<file path="src/rtl/sid_envelope_gen.sv">
// Purpose : ADSR envelope generator for one SID voice (rate counter, piecewise-exponential decay, zero hold).
// Latency : envelope/state_o update 1 clk after the active edge that steps the envelope or sees a gate edge.
// Backpressure: none; all state advances only on clk edges with active=1 and holds otherwise.
// Option  : define SID_ENV_ADSR_BUG_EN for exact-equality rate ticks (counter wrap-around "ADSR delay bug").
// The release-rate nibble is named release_rate because "release" is a reserved word.

module sid_envelope_gen #(
    parameter int RATE_BITS = 15
) (
    input  logic       clk,
    input  logic       rst_n,
    input  logic       active,
    input  logic       gate,
    input  logic [3:0] attack,
    input  logic [3:0] decay,
    input  logic [3:0] sustain,
    input  logic [3:0] release_rate,
    output logic [7:0] envelope,
    output logic [1:0] state_o
);

    typedef enum logic [1:0] {
        ATTACK        = 2'd0,
        DECAY_SUSTAIN = 2'd1,
        RELEASE       = 2'd2
    } env_state_t;

    env_state_t           state;
    env_state_t           state_next;
    env_state_t           eff_state;

    logic [RATE_BITS-1:0] rate_cnt;
    logic [RATE_BITS-1:0] rate_cnt_next;
    logic [RATE_BITS-1:0] rate_inc;
    logic [RATE_BITS-1:0] period;
    logic [3:0]           rate_sel;

    logic [4:0]           exp_cnt;
    logic [4:0]           exp_cnt_next;
    logic [4:0]           exp_inc;
    logic [4:0]           exp_period;
    logic [4:0]           exp_period_next;

    logic [7:0]           env_next;
    logic                 hold_zero;
    logic                 hold_zero_next;
    logic                 hold_eff;
    logic                 gate_prev;
    logic                 gate_rise;
    logic                 gate_fall;
    logic                 tick;
    logic                 step;

    // Rate index to counter period (number of active cycles between rate ticks).
    function automatic logic [14:0] rate_period(input logic [3:0] idx);
        logic [14:0] p;
        case (idx)
            4'd0:    p = 15'd9;
            4'd1:    p = 15'd32;
            4'd2:    p = 15'd63;
            4'd3:    p = 15'd95;
            4'd4:    p = 15'd149;
            4'd5:    p = 15'd220;
            4'd6:    p = 15'd267;
            4'd7:    p = 15'd313;
            4'd8:    p = 15'd392;
            4'd9:    p = 15'd977;
            4'd10:   p = 15'd1954;
            4'd11:   p = 15'd3126;
            4'd12:   p = 15'd3907;
            4'd13:   p = 15'd11720;
            4'd14:   p = 15'd19532;
            default: p = 15'd31251;
        endcase
        return p;
    endfunction

    // Next-state and datapath: gate edges first, then rate tick, exponential divider and envelope step.
    always_comb begin
        gate_rise       = gate & ~gate_prev;
        gate_fall       = ~gate & gate_prev;

        // A gate edge takes effect in the same cycle, so a coincident step uses the new direction.
        eff_state = state;
        if (gate_rise) begin
            eff_state = ATTACK;
        end else if (gate_fall) begin
            eff_state = RELEASE;
        end

        // Retrigger releases the zero hold so a coincident step can already count up.
        hold_eff = hold_zero & ~gate_rise;

        case (eff_state)
            ATTACK:        rate_sel = attack;
            DECAY_SUSTAIN: rate_sel = decay;
            default:       rate_sel = release_rate;
        endcase
        period   = RATE_BITS'(rate_period(rate_sel));
        rate_inc = rate_cnt + 1'b1;

`ifdef SID_ENV_ADSR_BUG_EN
        // Exact compare: a period lowered below the counter is only hit after a full wrap.
        tick = (rate_inc == period);
`else
        tick = (rate_inc >= period);
`endif
        rate_cnt_next = tick ? '0 : rate_inc;

        // Attack steps on every tick; other states divide ticks by exp_period.
        step         = 1'b0;
        exp_inc      = exp_cnt + 1'b1;
        exp_cnt_next = exp_cnt;
        if (tick) begin
            if (eff_state == ATTACK) begin
                exp_cnt_next = '0;
                step         = 1'b1;
            end else if (exp_inc == exp_period) begin
                exp_cnt_next = '0;
                step         = 1'b1;
            end else begin
                exp_cnt_next = exp_inc;
            end
        end

        env_next       = envelope;
        state_next     = eff_state;
        hold_zero_next = hold_eff;
        if (step && !hold_eff) begin
            case (eff_state)
                ATTACK: begin
                    env_next = envelope + 8'd1;
                    if (env_next == 8'hFF) begin
                        state_next = DECAY_SUSTAIN;
                    end
                end
                DECAY_SUSTAIN: begin
                    if (envelope != {sustain, sustain}) begin
                        env_next = envelope - 8'd1;
                    end
                end
                default: begin
                    env_next = envelope - 8'd1;
                end
            endcase
            if (env_next == 8'h00) begin
                hold_zero_next = 1'b1;
            end
        end

        // Breakpoints of the piecewise-exponential curve, keyed on the new level.
        case (env_next)
            8'hFF:   exp_period_next = 5'd1;
            8'h5D:   exp_period_next = 5'd2;
            8'h36:   exp_period_next = 5'd4;
            8'h1A:   exp_period_next = 5'd8;
            8'h0E:   exp_period_next = 5'd16;
            8'h06:   exp_period_next = 5'd30;
            8'h00:   exp_period_next = 5'd1;
            default: exp_period_next = exp_period;
        endcase
    end

    // State register; reset lands in RELEASE.
    always_ff @(posedge clk or negedge rst_n) begin
        if (!rst_n) begin
            state <= RELEASE;
        end else if (active) begin
            state <= state_next;
        end
    end

    // Counters, envelope level and gate history, advanced on active cycles only.
    always_ff @(posedge clk or negedge rst_n) begin
        if (!rst_n) begin
            rate_cnt   <= '0;
            exp_cnt    <= '0;
            exp_period <= 5'd1;
            envelope   <= 8'h00;
            hold_zero  <= 1'b1;
            gate_prev  <= 1'b0;
        end else if (active) begin
            rate_cnt   <= rate_cnt_next;
            exp_cnt    <= exp_cnt_next;
            exp_period <= exp_period_next;
            envelope   <= env_next;
            hold_zero  <= hold_zero_next;
            gate_prev  <= gate;
        end
    end

    assign state_o = state;

endmodule
</file>
<file path="config.mk">
export PLATFORM = sky130hd
export DESIGN_NAME = sid_envelope_gen
export DESIGN_NICKNAME = d
export VERILOG_FILES = /design/src/rtl/sid_envelope_gen.sv
export SDC_FILE = /design/constraint.sdc
export NUM_CORES = 1
export LEC_CHECK = 0
export CAP_MARGIN = 25
export CORE_AREA = 5 5 91 101
export CTS_CLUSTER_SIZE = 16
export DETAILED_ROUTE_END_ITERATION = 8
export DIE_AREA = 0 0 96 106
export GPL_ROUTABILITY_DRIVEN = 0
export GPL_TIMING_DRIVEN = 1
export PLACE_DENSITY_LB_ADDON = 0.3
export SYNTH_ARGS = -nofsm -noshare
export SYNTH_HDL_FRONTEND = slang
export SYNTH_SLANG_ARGS = --single-unit
</file>
<file path="constraint.sdc">
create_clock -name clk -period 6.9 [get_ports clk]
set_clock_uncertainty 0.15 [all_clocks]
set_input_delay 1.38 -clock clk [delete_from_list [all_inputs] [get_ports clk]]
set_output_delay 1.38 -clock clk [all_outputs]
set_load 0.03 [all_outputs]
</file>
==> results.json <==
{
  "synth_compound_area_frac": 0.243,
  "synth_top_family_by_area": "compound AO/OA/AOI/OAI gates",
  "drive_gt1_frac": 0.111,
  "netlist_area_sq_um": 3680,
  "min_period_over_period": 0.927,
  "layout.nets": 520,
  "numPortBuffers": 29,
  "gr-total-overflow": 0,
  "top_usage_layer": "met2",
  "syn_nets": 498,
  "ys.flop_type": "dfrtp_1",
  "ys_seq_area_frac": 0.252,
  "yosys.area_share.simple": 0.226,
  "rsz0062_at_grt": "no",
  "slowest_delay_ns": 0.51,
  "met3_usage": 0.0304,
  "layout_common_cells": "nand2_1, o21ai_0, dfrtp_1",
  "layout_commonest_cell": "nand2_1",
  "hpwlAfterDp_um": 6870,
  "core_sq_um": 8150,
  "hold_slack_ns": 0.354,
  "cts-root-buf": "clkbuf_8",
  "synth.area.mux_share": 0.0370,
  "p_leak_uw": 0.00171,
  "peakVddDrop_v": 0.000159,
  "tightest_slew_ns": 0.849,
  "synth_top_cell_area_share": 0.231,
  "powerDensity_nw_per_um2": 367,
  "synth_edf_count": 0,
  "drv_cap": 0,
  "routed_wl_um": 8940,
  "yosys_warnings": 0,
  "ctsResizeCount": 0,
  "hold_viol": 0,
  "worstHoldPathType": "flip-flop to flip-flop",
  "diodes": 0,
  "route.detailed.wl_per_inst_um": 15.4,
  "yosysTopAreaCell": "dfrtp_1",
  "cts_max_level": 2,
  "grt_first_pass_wirelength_um": 15200,
  "status": "complete, no violations",
  "fillers": 808,
  "initial_core_util": 0.452,
  "chipWidth_um": 96,
  "met1_usage": 0.234,
  "synth_seq_cells": 37,
  "drv_slew": 0,
  "worst_path_max_delay_cell": "clkdlybuf4s50_1",
  "vias_per_cell": 5.75,
  "hold_depth": 2,
  "grt_max_degree": 42,
  "reg2reg_depth": 20,
  "cp-start-kind": "input port",
  "crit_arrival_ns": 6.42,
  "cts_buffer_depth": 2,
  "post-cts-setup-buffers": 0,
  "fp.dieH_um": 106,
  "clkSlewWorstSetupHoldPaths_ns": 0.08,
  "crit_top_cell": "a21oi_1",
  "ys_types": 77,
  "slew_headroom": 0.434,
  "grt_pass1_vias": 3299,
  "grtUsageTotal": 0.185,
  "drt-initial-drc-count": 180,
  "synthAdderAreaFrac": 0.105,
  "clock_latency_ns": 0.29,
  "pin_count": 30,
  "synth-async-reset-ratio": 1.00,
  "max_freq_ghz": 0.156,
  "synth_cells": 447,
  "vias": 3339,
  "rows": 35,
  "synth_xor_xnor_area_share": 0.0842,
  "drc_errors": 0,
  "tns_ns": 0,
  "period_minus_slack_ns": 6.40,
  "cts_hold_buf": 0,
  "postSynthAreaPerCell_sq_um": 8.24,
  "worstPathRequired_ns": 6.93,
  "dr.pass1.iters": 5,
  "syn2layout_area_growth_pct": 13.0,
  "die_area_sq_um": 10200,
  "antenna_found_initial": 0,
  "clock_sinks": 37,
  "cp_cell_sequence": "clkdlybuf4s50_1 -> xnor2_1 -> and2_0 -> nand2_1 -> a21oi_1 -> a21oi_1 -> inv_1 -> ha_1 -> nor2_1 -> a211oi_1 -> a21oi_1 -> ha_1 -> nand4_1 -> a211o_1 -> a31oi_1 -> o311a_2 -> mux2_4 -> nor2_2 -> nor2_1 -> o32ai_2 -> o31ai_2 -> mux2_4",
  "postRouteAntennaNets": 0,
  "critPathMaxFanout": 24,
  "cts_buffers": 5,
  "cp-end-kind": "flip-flop",
  "ys_top_cells_by_area": "dfrtp_1, ha_1, xnor2_1",
  "use_met2": 0.313,
  "cts_tree": "yes",
  "critPathKind": "input port to flip-flop",
  "finalSetupViolations": 0
}
-- cell usage after synthesis, types with 3 or more instances --
cell       number
inv_1          22
clkbuf_1        9
ha_1           31
mux2i_1         5
and2_1          5
a22o_1          3
dfrtp_1        34
xor2_1          8
a31oi_1         5
a31oi_2         3
a21o_1          4
dfstp_2         3
o21ai_0        38
nand4_1         7
nand2_1        49
xnor2_1        23
mux2_2          5
nor2_1         32
or3_1           4
nor3_1         15
a211oi_1        5
buf_2           6
o31ai_1         4
nor4_1          4
a21oi_1        25
nand3_1        27
and3_1          6
o2bb2ai_1       4
-- layout make-up --
type / count / area [sq um] / share of cell area
Sequential cell: 37 / 930 / 0.223
Clock buffer: 5 / 68.8 / 0.0165
Tap cell: 111 / 139 / 0.0334
Inverter: 23 / 86.3 / 0.0207
Multi-Input combinational cell: 367 / 2560 / 0.616
Clock inverter: 3 / 46.3 / 0.0111
Timing Repair Buffer: 35 / 330 / 0.0794
-- where the power goes --
part	total (uW)	switching, uW	internal [uW]
sequential	423	132	291
combinational	910	527	382
clock	194	85.6	108
-- worst paths after layout --
check	from	endpoint	slack, ns
max in group asynchronous	rst_n	rate_cnt[6]$_DFFE_PN0P_	5.02
max reg2reg	state_o[1]$_DFFE_PN1P_	exp_period[3]$_DFFE_PN0P_	1.62
min	hold_zero$_DFFE_PN1P_	hold_zero$_DFFE_PN1P_	0.35
max	gate	exp_period[3]$_DFFE_PN0P_	0.50
min in group asynchronous	rst_n	envelope[3]$_DFFE_PN0P_	1.03
min reg2reg	hold_zero$_DFFE_PN1P_	hold_zero$_DFFE_PN1P_	0.35
-- sequential cells by signal, summed over array words and instances, names as in the netlist --
| register | count |
|---|---|
| hold_zero | 1 |
| state_o | 2 |
| gate_prev | 1 |
| exp_cnt | 5 |
| exp_period | 5 |
| rate_cnt | 15 |
| envelope | 8 |
-- critical path, delay by kind of cell --
family,cells,cell delay [ns]
compound gates,9,2.15
simple gates,6,0.74
xor+xnor,1,0.18
mux,2,0.67
fa+ha+maj,2,0.65
buf+inv,2,0.65
-- metal layers --
metal,share of wire,up-vias
met2,0.50,105
met5,0,-
met3,0.053,18
li1,-,1665
met1,0.42,1551
met4,0.025,0
-- metrics by stage --
step,cell area [sq um],power [uW],setup WS (ns),std cells,util
after CTS,4160,1530,0.548,581,0.511
after global routing,4160,1670,0.0863,581,0.511
after floorplan,3680,1100,0.789,447,-
after detailed placement,4050,1330,0.227,573,0.497
final,4160,1530,0.503,581,0.511
after global placement,4050,1310,0.402,573,0.497
-- kinds of logic after synthesis --
logic type	count (synthesis)
flip-flops	37
adder cells (fa/ha/maj)	31
multiplexers	12
XOR/XNOR	33
AND/OR/NAND/NOR	166
AO/OA/AOI/OAI	125
buffers and inverters	43
Power figures use the tool's default switching activity.
